==> config.mk <==
export PLATFORM = sky130hd
export DESIGN_NAME = id_stage
export DESIGN_NICKNAME = d
export VERILOG_FILES = /design/src/rtl/id_stage.sv
export SDC_FILE = /design/constraint.sdc
export NUM_CORES = 1
export LEC_CHECK = 0
export CELL_PAD_IN_SITES_DETAIL_PLACEMENT = 1
export CELL_PAD_IN_SITES_GLOBAL_PLACEMENT = 1
export CORE_ASPECT_RATIO = 0.5
export CORE_UTILIZATION = 35
export DETAILED_ROUTE_END_ITERATION = 10
export PLACE_DENSITY = 0.76
export SYNTH_ARGS = -nofsm -noshare
export SYNTH_HDL_FRONTEND = slang
export SYNTH_SLANG_ARGS = --single-unit
==> constraint.sdc <==
create_clock -name clk_in -period 4.2 [get_ports clk_in]
set_input_delay 0.42 -clock clk_in [delete_from_list [all_inputs] [get_ports clk_in]]
set_output_delay 0.42 -clock clk_in [all_outputs]
set_load 0.005 [all_outputs]
==> src/rtl/id_stage.sv <==
// RV32I decode stage with a 31-entry RAW scoreboard feeding the register bank.
// Optional same-cycle writeback bypass of the hazard check: define ID_WB_BYPASS_EN.
module id_stage #(
    parameter int XLEN = 32
) (
    input  logic            clk_in,
    input  logic            rst_n_in,
    input  logic            instr_valid_in,
    input  logic [31:0]     instr_in,
    input  logic [XLEN-1:0] pc_in,
    output logic            instr_ready_out,
    input  logic            flush_in,
    output logic            out_valid_out,
    input  logic            out_ready_in,
    output logic [4:0]      srcA_out,
    output logic [4:0]      srcB_out,
    output logic [4:0]      dest_out,
    output logic            wb_en_out,
    output logic [XLEN-1:0] imm_out,
    output logic [XLEN-1:0] pc_out,
    output logic [2:0]      opclass_out,
    output logic [3:0]      funct_out,
    input  logic            wb_valid_in,
    input  logic [4:0]      wb_dest_in
);

    typedef enum logic [2:0] {
        CLS_ALU_R   = 3'd0,
        CLS_ALU_I   = 3'd1,
        CLS_LOAD    = 3'd2,
        CLS_STORE   = 3'd3,
        CLS_BRANCH  = 3'd4,
        CLS_JUMP    = 3'd5,
        CLS_UPPER   = 3'd6,
        CLS_ILLEGAL = 3'd7
    } opclass_e;

    // One bit per architectural register x1..x31; x0 maps to an empty mask.
    function automatic logic [31:1] reg_mask(input logic [4:0] idx);
        logic [31:1] m;
        m = 31'd0;
        for (int i = 1; i < 32; i++) begin
            m[i] = (idx == 5'(i));
        end
        return m;
    endfunction

    opclass_e        cls_s;
    logic            use_a_s;
    logic            use_b_s;
    logic            writes_rd_s;
    logic [XLEN-1:0] imm_s;
    logic [XLEN-1:0] imm_i_s;
    logic [XLEN-1:0] imm_s_fmt_s;
    logic [XLEN-1:0] imm_b_s;
    logic [XLEN-1:0] imm_u_s;
    logic [XLEN-1:0] imm_j_s;
    logic [4:0]      src_a_s;
    logic [4:0]      src_b_s;
    logic [4:0]      rd_s;
    logic            wb_en_s;
    logic [31:1]     byp_mask_s;
    logic            hazard_s;
    logic            accept_s;
    logic [31:1]     clr_wb_s;
    logic [31:1]     clr_kill_s;
    logic [31:1]     set_s;

    logic [31:1]     busy_q, busy_d;
    logic            out_valid_q, out_valid_d;
    logic [4:0]      src_a_q, src_a_d;
    logic [4:0]      src_b_q, src_b_d;
    logic [4:0]      dest_q, dest_d;
    logic            wb_en_q, wb_en_d;
    logic [XLEN-1:0] imm_q, imm_d;
    logic [XLEN-1:0] pc_q, pc_d;
    logic [2:0]      opclass_q, opclass_d;
    logic [3:0]      funct_q, funct_d;

    assign imm_i_s     = {{(XLEN-12){instr_in[31]}}, instr_in[31:20]};
    assign imm_s_fmt_s = {{(XLEN-12){instr_in[31]}}, instr_in[31:25], instr_in[11:7]};
    assign imm_b_s     = {{(XLEN-12){instr_in[31]}}, instr_in[7], instr_in[30:25], instr_in[11:8], 1'b0};
    assign imm_u_s     = {{(XLEN-32){instr_in[31]}}, instr_in[31:12], 12'h000};
    assign imm_j_s     = {{(XLEN-20){instr_in[31]}}, instr_in[19:12], instr_in[20], instr_in[30:21], 1'b0};

    // Opcode decode: class, which sources are read, rd write, immediate format.
    always_comb begin
        cls_s       = CLS_ILLEGAL;
        use_a_s     = 1'b0;
        use_b_s     = 1'b0;
        writes_rd_s = 1'b0;
        imm_s       = {XLEN{1'b0}};
        case (instr_in[6:0])
            7'b0110011: begin
                cls_s = CLS_ALU_R; use_a_s = 1'b1; use_b_s = 1'b1; writes_rd_s = 1'b1;
            end
            7'b0010011: begin
                cls_s = CLS_ALU_I; use_a_s = 1'b1; writes_rd_s = 1'b1; imm_s = imm_i_s;
            end
            7'b0000011: begin
                cls_s = CLS_LOAD; use_a_s = 1'b1; writes_rd_s = 1'b1; imm_s = imm_i_s;
            end
            7'b0100011: begin
                cls_s = CLS_STORE; use_a_s = 1'b1; use_b_s = 1'b1; imm_s = imm_s_fmt_s;
            end
            7'b1100011: begin
                cls_s = CLS_BRANCH; use_a_s = 1'b1; use_b_s = 1'b1; imm_s = imm_b_s;
            end
            7'b1101111: begin
                cls_s = CLS_JUMP; writes_rd_s = 1'b1; imm_s = imm_j_s;
            end
            7'b1100111: begin
                cls_s = CLS_JUMP; use_a_s = 1'b1; writes_rd_s = 1'b1; imm_s = imm_i_s;
            end
            7'b0110111, 7'b0010111: begin
                cls_s = CLS_UPPER; writes_rd_s = 1'b1; imm_s = imm_u_s;
            end
            default: begin
                cls_s = CLS_ILLEGAL;
            end
        endcase
    end

    assign rd_s    = instr_in[11:7];
    assign src_a_s = use_a_s ? instr_in[19:15] : 5'd0;
    assign src_b_s = use_b_s ? instr_in[24:20] : 5'd0;
    assign wb_en_s = writes_rd_s & (rd_s != 5'd0);

`ifdef ID_WB_BYPASS_EN
    assign byp_mask_s = wb_valid_in ? reg_mask(wb_dest_in) : 31'd0;
`else
    assign byp_mask_s = 31'd0;
`endif

    assign hazard_s = |((busy_q & ~byp_mask_s) & (reg_mask(src_a_s) | reg_mask(src_b_s)));

    assign instr_ready_out = rst_n_in & ~flush_in & ~hazard_s & (~out_valid_q | out_ready_in);
    assign accept_s        = instr_valid_in & instr_ready_out;

    // A flushed slot that never reached the bank must release its reservation.
    assign clr_wb_s   = wb_valid_in ? reg_mask(wb_dest_in) : 31'd0;
    assign clr_kill_s = (flush_in & out_valid_q & wb_en_q & ~out_ready_in) ? reg_mask(dest_q) : 31'd0;
    assign set_s      = (accept_s & wb_en_s) ? reg_mask(rd_s) : 31'd0;
    assign busy_d     = (busy_q & ~clr_wb_s & ~clr_kill_s) | set_s;

    // Output slot next state: flush kills, accept loads, drain empties, else hold.
    always_comb begin
        out_valid_d = out_valid_q;
        src_a_d     = src_a_q;
        src_b_d     = src_b_q;
        dest_d      = dest_q;
        wb_en_d     = wb_en_q;
        imm_d       = imm_q;
        pc_d        = pc_q;
        opclass_d   = opclass_q;
        funct_d     = funct_q;
        if (flush_in) begin
            out_valid_d = 1'b0;
        end else if (accept_s) begin
            out_valid_d = 1'b1;
            src_a_d     = src_a_s;
            src_b_d     = src_b_s;
            dest_d      = rd_s;
            wb_en_d     = wb_en_s;
            imm_d       = imm_s;
            pc_d        = pc_in;
            opclass_d   = cls_s;
            funct_d     = {instr_in[30], instr_in[14:12]};
        end else if (out_ready_in) begin
            out_valid_d = 1'b0;
        end else begin
            out_valid_d = out_valid_q;
        end
    end

    // State registers with synchronous active-low reset.
    always_ff @(posedge clk_in) begin
        if (!rst_n_in) begin
            busy_q      <= 31'd0;
            out_valid_q <= 1'b0;
            src_a_q     <= 5'd0;
            src_b_q     <= 5'd0;
            dest_q      <= 5'd0;
            wb_en_q     <= 1'b0;
            imm_q       <= {XLEN{1'b0}};
            pc_q        <= {XLEN{1'b0}};
            opclass_q   <= 3'd0;
            funct_q     <= 4'd0;
        end else begin
            busy_q      <= busy_d;
            out_valid_q <= out_valid_d;
            src_a_q     <= src_a_d;
            src_b_q     <= src_b_d;
            dest_q      <= dest_d;
            wb_en_q     <= wb_en_d;
            imm_q       <= imm_d;
            pc_q        <= pc_d;
            opclass_q   <= opclass_d;
            funct_q     <= funct_d;
        end
    end

    assign out_valid_out = out_valid_q;
    assign srcA_out      = src_a_q;
    assign srcB_out      = src_b_q;
    assign dest_out      = dest_q;
    assign wb_en_out     = wb_en_q;
    assign imm_out       = imm_q;
    assign pc_out        = pc_q;
    assign opclass_out   = opclass_q;
    assign funct_out     = funct_q;

endmodule

==> results.txt, run 1 <==
# rows = 34
logic gate share of total power = 12.4%
Sink Count = 119
root buf cell = clkbuf_16
final antenna diode count = 0
HPWL reported at the end of detailed placement = 18400 um
prevailing post-synth register cell = dfxtp_1
vias in the first global route = 6761
Syn. warnings = 0
CORE AREA = 17600 sq um
Post-Syn Area = 6380 sq um
r2r endpoint = pc_out[8]$_SDFFE_PN0P_
maximum VDD drop = 0.269 mV
WL final = 25400 um
post-route setup TNS = 0 ns
DR pass1 iterations = 7
largest net degree at the start of global routing = 98
CTS clk-pin slew, worst paths = 0.05 ns
CTS tree = done
reg2reg path depth = 9
Placer Congestion = 0.946
grt ovf = 0
Clock Power Share = 49.5%
final setup violation count = 0
number of CTS-inserted buffers = 17
Pint = 2.33 mW
outcome = finished with violations
power density cells = 347 nW/um^2
failing checks = DRC
first-pass GRT wire length = 39200 um
Sequential Power Share = 38.2%
Post-CTS Hold Buffers = 0
Max Root-Sink Buffers = 2
Max H-tree Level = 4
Max-Cap Viols = 0
Setup Buffers After CTS = 0
Crit. End Element = output pin
Fin. Hold Viols = 0
worst-path fanout max = 21
Post-DP Area = 8260 sq um
Ports = 164
critical path data arrival time = 3.48 ns
Switching Fraction = 24.4%
Die X = 193 um
GRT Total Usage = 27.3%
Worst setup endpoint = instr_ready_out
count of different cell masters after synthesis = 57
P_leak = 3.38 nW
Mapped Nets = 864
final instance area = 8870 sq um
Worst-Margin Slew = 1.12 ns
Final min period = 3.90 ns
Final period util = 92.8%
Seq cells post-synth = 119
initial DRC count = 653
Synth async-reset ratio = 0%
IO buf count = 163
share of cells above drive strength 1 = 11.6%
initial cell density of the core = 36.2%
Layout Nets = 1006
post-synthesis sequential area ratio = 37.4%
syn avg cell area = 8.08 sq um
die area = 18800 sq um
initial antenna violation count = 0
P_sw = 0.752 mW
Area Growth Syn to Fin = 39.1%
Peak Freq = 257 MHz
gate count after technology mapping = 789
number of flops mapped to enable cells by yosys = 0
FILL cells = 2052
remaining antenna violation count = 0
Final Skew = 0.0107 ns
clk_lat worst skew = 0.42 ns
Req. time, crit path = 3.78 ns
CP startpoint = instr_in[6]
vias per cell = 5.73
Hold WC Path Type = reg -> reg
max-slew violation count = 0
routed wire length per instance = 21.6 um
origin of the critical flop-to-flop path = busy_q[22]$_SDFF_PN0_
critical path class = in -> out
R2R setup slack = 1.23 ns
crit path launch type = primary input
drt drc = 12
routed vias = 6741
CTS resizes = 0
relative slew slack = 24.7%
Die Y = 97.5 um
RSZ-0062 raised after global routing = no
## worst max-delay path: stages
cell and delay [ns]:
clkdlybuf4s50_1 0.54, or2_2 0.51, a2111oi_0 0.80, o21ai_0 0.20, o21ai_1 0.25, nor4_1 0.10, and2_1 0.17, clkdlybuf4s50_1 0.48
## per-stage QoR
| step | hold slack (ns) | utilization [%] | power, mW | cells | setup WS [ns] |
|---|---|---|---|---|---|
| floorplan | 0.454 | - | 1.37 | 789 | 1.45 |
| finish | 0.461 | 50.4 | 3.08 | 1176 | 0.302 |
| global route | 0.483 | 50.4 | 3.17 | 1176 | 0.198 |
| global placement | 0.446 | 46.9 | 1.57 | 1146 | 0.342 |
| CTS | 0.458 | 50.4 | 3.09 | 1176 | 0.414 |
| detailed placement | 0.459 | 46.9 | 1.57 | 1146 | 0.418 |
## layer usage
layer / global-route usage, % / wire length, um
met5: 0 / 0
met4: 6.43 / 267
met1: 39.3 / 12100
met2: 41.8 / 11400
met3: 5.02 / 1550
## cell type report
type	count	area, sq um	area share, %
Clock buffer	22	484	5.46
Clock inverter	8	121	1.37
Inverter	13	48.8	0.550
Multi-Input combinational cell	587	3660	41.3
Sequential cell	119	2380	26.9
Tap cell	234	293	3.30
Timing Repair Buffer	193	1880	21.2
## synthesized netlist by cell type, drive strengths merged, types with 2 or more instances
master | n | area, sq um
a31oi | 2 | 12.5
o21ai | 50 | 250
a21o | 4 | 30.0
o21a | 2 | 15.0
nor3b | 5 | 37.5
or4b | 2 | 20.0
a2111oi | 15 | 131
a21oi | 28 | 144
nor4 | 19 | 140
or2 | 5 | 31.3
nand3 | 21 | 105
nand4 | 3 | 18.8
nor3 | 18 | 90.1
nand3b | 6 | 45.0
a211oi | 4 | 30.0
inv | 13 | 48.8
nand4b | 4 | 35.0
nor2 | 27 | 101
nor2b | 9 | 56.3
and2 | 8 | 50.1
a2bb2oi | 2 | 17.5
nand2 | 146 | 551
or3b | 2 | 17.5
clkbuf | 50 | 189
dfxtp | 119 | 2380
o2111ai | 32 | 280
a31o | 39 | 342
buf | 20 | 111
nand2b | 16 | 100
or4 | 2 | 15.0
o211ai | 3 | 22.5
nand4bb | 2 | 22.5
and3 | 42 | 263
a22oi | 4 | 30.0
mux2i | 53 | 531
## worst min-delay path by stage
stage | from | endpoint | cells past startpoint
after global routing | srcB_out[2]$_SDFFE_PN0P_ | srcB_out[2]$_SDFFE_PN0P_ | 2
after global placement | imm_out[5]$_SDFFE_PN0P_ | imm_out[5]$_SDFFE_PN0P_ | 2
after floorplan | imm_out[5]$_SDFFE_PN0P_ | imm_out[5]$_SDFFE_PN0P_ | 2
after detailed placement | srcB_out[4]$_SDFFE_PN0P_ | srcB_out[4]$_SDFFE_PN0P_ | 2
final | srcB_out[4]$_SDFFE_PN0P_ | srcB_out[4]$_SDFFE_PN0P_ | 2
after CTS | rst_n_in | out_valid_out$_SDFFE_PP0P_ | 3
## flip-flops by register name (all words and copies together), names as in the netlist
register       cells
funct_out          4
imm_out           32
opclass_out        3
pc_out            32
out_valid_out      1
srcA_out           5
wb_en_out          1
dest_out           5
busy_q            31
srcB_out           5
## cell families (layout without fill, tap and decap cells)
logic type,count (synthesis),in the layout,share of synthesized area [%]
compound gates,193,193,21.6
simple gates,340,340,27.1
flops,119,119,37.4
mux,54,54,8.50
buf+inv,83,236,5.47
## layout by cell type, fill, tap and decap left out, types with 5 or more instances in the layout
cell type        synthesis  layout
a2111oi_0               15      15
a21oi_1                 27      27
a31o_2                  39      39
and2_1                   7       7
and3_1                  42      42
buf_4                    0      29
clkbuf_16                0      17
clkdlybuf4s50_1          0     162
dfxtp_1                119     119
inv_1                   13      13
mux2i_1                 53      53
nand2_1                145     145
nand2b_1                16      16
nand3_1                 21      21
nand3b_1                 6       6
nor2_1                  27      27
nor2b_1                  9       9
nor3_1                  18      18
nor3b_1                  5       5
nor4_1                  17      17
o2111ai_1               32      32
o21ai_0                 49      49
## power groups by stage
stage                     combinational [mW]  sequential [mW]  clock, mW
after floorplan                        0.172             1.20          0
after global placement                 0.370             1.20          0
after detailed placement               0.375             1.20          0
after CTS                              0.378             1.17       1.54
after global routing                   0.405             1.18       1.59
final                                  0.382             1.17       1.52
No activity file was read; power rests on OpenSTA's default activity.
==> run 2: changes to the inputs <==
==> constraint.sdc (replaced) <==
create_clock -name clk_in -period 4.73 [get_ports clk_in]
set_input_delay 0.473 -clock clk_in [delete_from_list [all_inputs] [get_ports clk_in]]
set_output_delay 0.473 -clock clk_in [all_outputs]
set_load 0.005 [all_outputs]
==> results.txt, run 2 (synthesized netlist as in run 1, its figures left out) <==
post-route setup TNS = 0 ns (unchanged)
power density cells = 302 nW/um^2 (was 347 nW/um^2)
number of CTS-inserted buffers = 17 (unchanged)
CTS resizes = 0 (unchanged)
critical path's slowest cell = nor2_1 (was a2111oi_0)
vias in the first global route = 6772 (was 6761)
# rows = 34 (unchanged)
initial antenna violation count = 0 (unchanged)
clk_lat worst skew = 0.43 ns (was 0.42 ns)
Final Skew = 0.0106 ns (was 0.0107 ns)
root buf cell = clkbuf_16 (unchanged)
CTS tree = done (unchanged)
Worst-Margin Slew = 1.01 ns (was 1.12 ns)
GRT Total Usage = 27.4% (was 27.3%)
Area Growth Syn to Fin = 37.4% (was 39.1%)
drt drc = 6 (was 12)
die area = 18800 sq um (unchanged)
Post-DP Area = 8200 sq um (was 8260 sq um)
final instance area = 8760 sq um (was 8870 sq um)
final antenna diode count = 0 (unchanged)
Sink Count = 119 (unchanged)
maximum VDD drop = 0.251 mV (was 0.269 mV)
Req. time, crit path = 4.26 ns (was 3.78 ns)
Fin. Hold Viols = 0 (unchanged)
Layout Nets = 997 (was 1006)
remaining antenna violation count = 0 (unchanged)
largest net degree at the start of global routing = 98 (unchanged)
final setup violation count = 0 (unchanged)
grt ovf = 0 (unchanged)
first-pass GRT wire length = 39300 um (was 39200 um)
Max H-tree Level = 4 (unchanged)
cells along the critical path = clkdlybuf4s50_1, nand4b_1, nor2_1, a21oi_1, o21ai_1, nor4_1, and2_1, clkdlybuf4s50_1 (was clkdlybuf4s50_1, or2_2, a2111oi_0, o21ai_0, o21ai_1, nor4_1, and2_1, clkdlybuf4s50_1)
Die X = 193 um (unchanged)
max-slew violation count = 0 (unchanged)
Final min period = 4.38 ns
routed wire length per instance = 21.5 um (was 21.6 um)
Setup Buffers After CTS = 0 (unchanged)
relative slew slack = 32.4% (was 24.7%)
Crit. End Element = output pin (unchanged)
CTS clk-pin slew, worst paths = 0.05 ns (about the same)
critical path data arrival time = 3.91 ns (was 3.48 ns)
routed vias = 6708 (was 6741)
Max-Cap Viols = 0 (unchanged)
Ports = 164 (unchanged)
critical path class = in -> out (unchanged)
outcome = finished with violations (unchanged)
DR pass1 iterations = 11 (was 7)
Final period util = 92.6%
CP max stage delay = 0.86 ns (was 0.80 ns)
initial DRC count = 541 (was 653)
CORE AREA = 17600 sq um (unchanged)
Hold WC Path Type = reg -> reg (unchanged)
HPWL reported at the end of detailed placement = 18200 um (was 18400 um)
Peak Freq = 228 MHz
commonest non-fill, non-tap cell in the layout = clkdlybuf4s50_1 (unchanged)
Max Root-Sink Buffers = 2 (unchanged)
crit path launch type = primary input (unchanged)
IO buf count = 163 (unchanged)
vias per cell = 5.74 (was 5.73)
delay-heaviest family, CP = simple AND/OR/NAND/NOR gates (was compound AO/OA/AOI/OAI gates)
failing checks = DRC (unchanged)
Critical path buffers and inverters = 2 (unchanged)
most frequent cells in the layout = clkdlybuf4s50_1, nand2_1, dfxtp_1 (unchanged)
Worst path most repeated cell = clkdlybuf4s50_1 (unchanged)
initial cell density of the core = 36.2% (unchanged)
WL final = 25100 um (was 25400 um)
P_leak = 3.31 nW (was 3.38 nW)
FILL cells = 2084 (was 2052)
Placer Congestion = 0.964 (was 0.946)
worst-path fanout max = 13 (was 21)
RSZ-0062 raised after global routing = no (unchanged)
Die Y = 97.5 um (unchanged)
share of cells above drive strength 1 = 10.6% (was 11.6%)
Post-CTS Hold Buffers = 0 (unchanged)
run 2: cell types whose count changed in the layout (fill, tap and decap cells not counted), sizes merged:
cell    delta
bufinv     -1
buf        -9
clkinv     +2
run 2: worst paths after layout:
path                       startpoint                        to  slack [ns]  cells after the start
min          imm_out[27]$_SDFFE_PN0P_  imm_out[27]$_SDFFE_PN0P_        0.46                      2
max                       instr_in[5]           instr_ready_out        0.35                      8
max reg2reg     busy_q[22]$_SDFF_PN0_   pc_out[16]$_SDFFE_PN0P_        1.65                      9
min reg2reg  imm_out[27]$_SDFFE_PN0P_  imm_out[27]$_SDFFE_PN0P_        0.46                      2
run 2: worst min-delay path, delay by kind of cell, from the launching register on:
family           cells  cell delay, ns
flip-flops           1            0.30
multiplexers         1            0.05
AND/OR/NAND/NOR      1            0.05
run 2: power breakdown:
group | total, mW | internal (mW) | leakage (nW) | switching, mW
combinational | 0.335 | 0.159 | 2.07 | 0.176
clock | 1.27 | 0.795 | 0.279 | 0.477
sequential | 1.04 | 1.03 | 0.965 | 0.0160
total | 2.65 | 1.98 | 3.31 | 0.668
run 2: stage by stage:
stage          hold WS, ns  power [mW]  setup slack [ns]  utilization [%]  cells
6_report             0.457        2.65             0.348             49.7   1168
3_3_place_gp         0.445        1.39             0.435             46.5   1137
5_1_grt              0.479        2.74             0.182             49.7   1168
4_1_cts              0.459        2.66             0.402             49.7   1168
2_1_floorplan        0.454        1.22              1.87                -    789
3_5_place_dp         0.452        1.39             0.444             46.5   1137
run 2: area by class of cell:
type	instances	area, sq um	area share [%]
Clock inverter	9	101	1.16
Tap cell	234	293	3.34
Multi-Input combinational cell	587	3660	41.8
Sequential cell	119	2380	27.2
Clock buffer	22	464	5.30
Timing Repair Buffer	184	1810	20.7
Inverter	13	48.8	0.557
run 2: metal layers:
layer | up-vias | share of wire [%] | GRT usage, %
met5 | - | 0 | 0
met4 | 0 | 1.1 | 6.97
met3 | 25 | 4.4 | 3.94
met2 | 178 | 45 | 43.0
met1 | 3340 | 49 | 39.1
li1 | 3165 | - | -
==> run 3: changes to the inputs <==
--- a/config.mk
+++ b/config.mk
@@ -10,6 +10,7 @@
 export CORE_ASPECT_RATIO = 0.5
 export CORE_UTILIZATION = 35
 export DETAILED_ROUTE_END_ITERATION = 10
+export HOLD_SLACK_MARGIN = 0.12
 export PLACE_DENSITY = 0.76
 export SYNTH_ARGS = -nofsm -noshare
 export SYNTH_HDL_FRONTEND = slang
==> results of run 3 <==
Same layout as run 2: the final DEF is identical, and so are final timing and power.
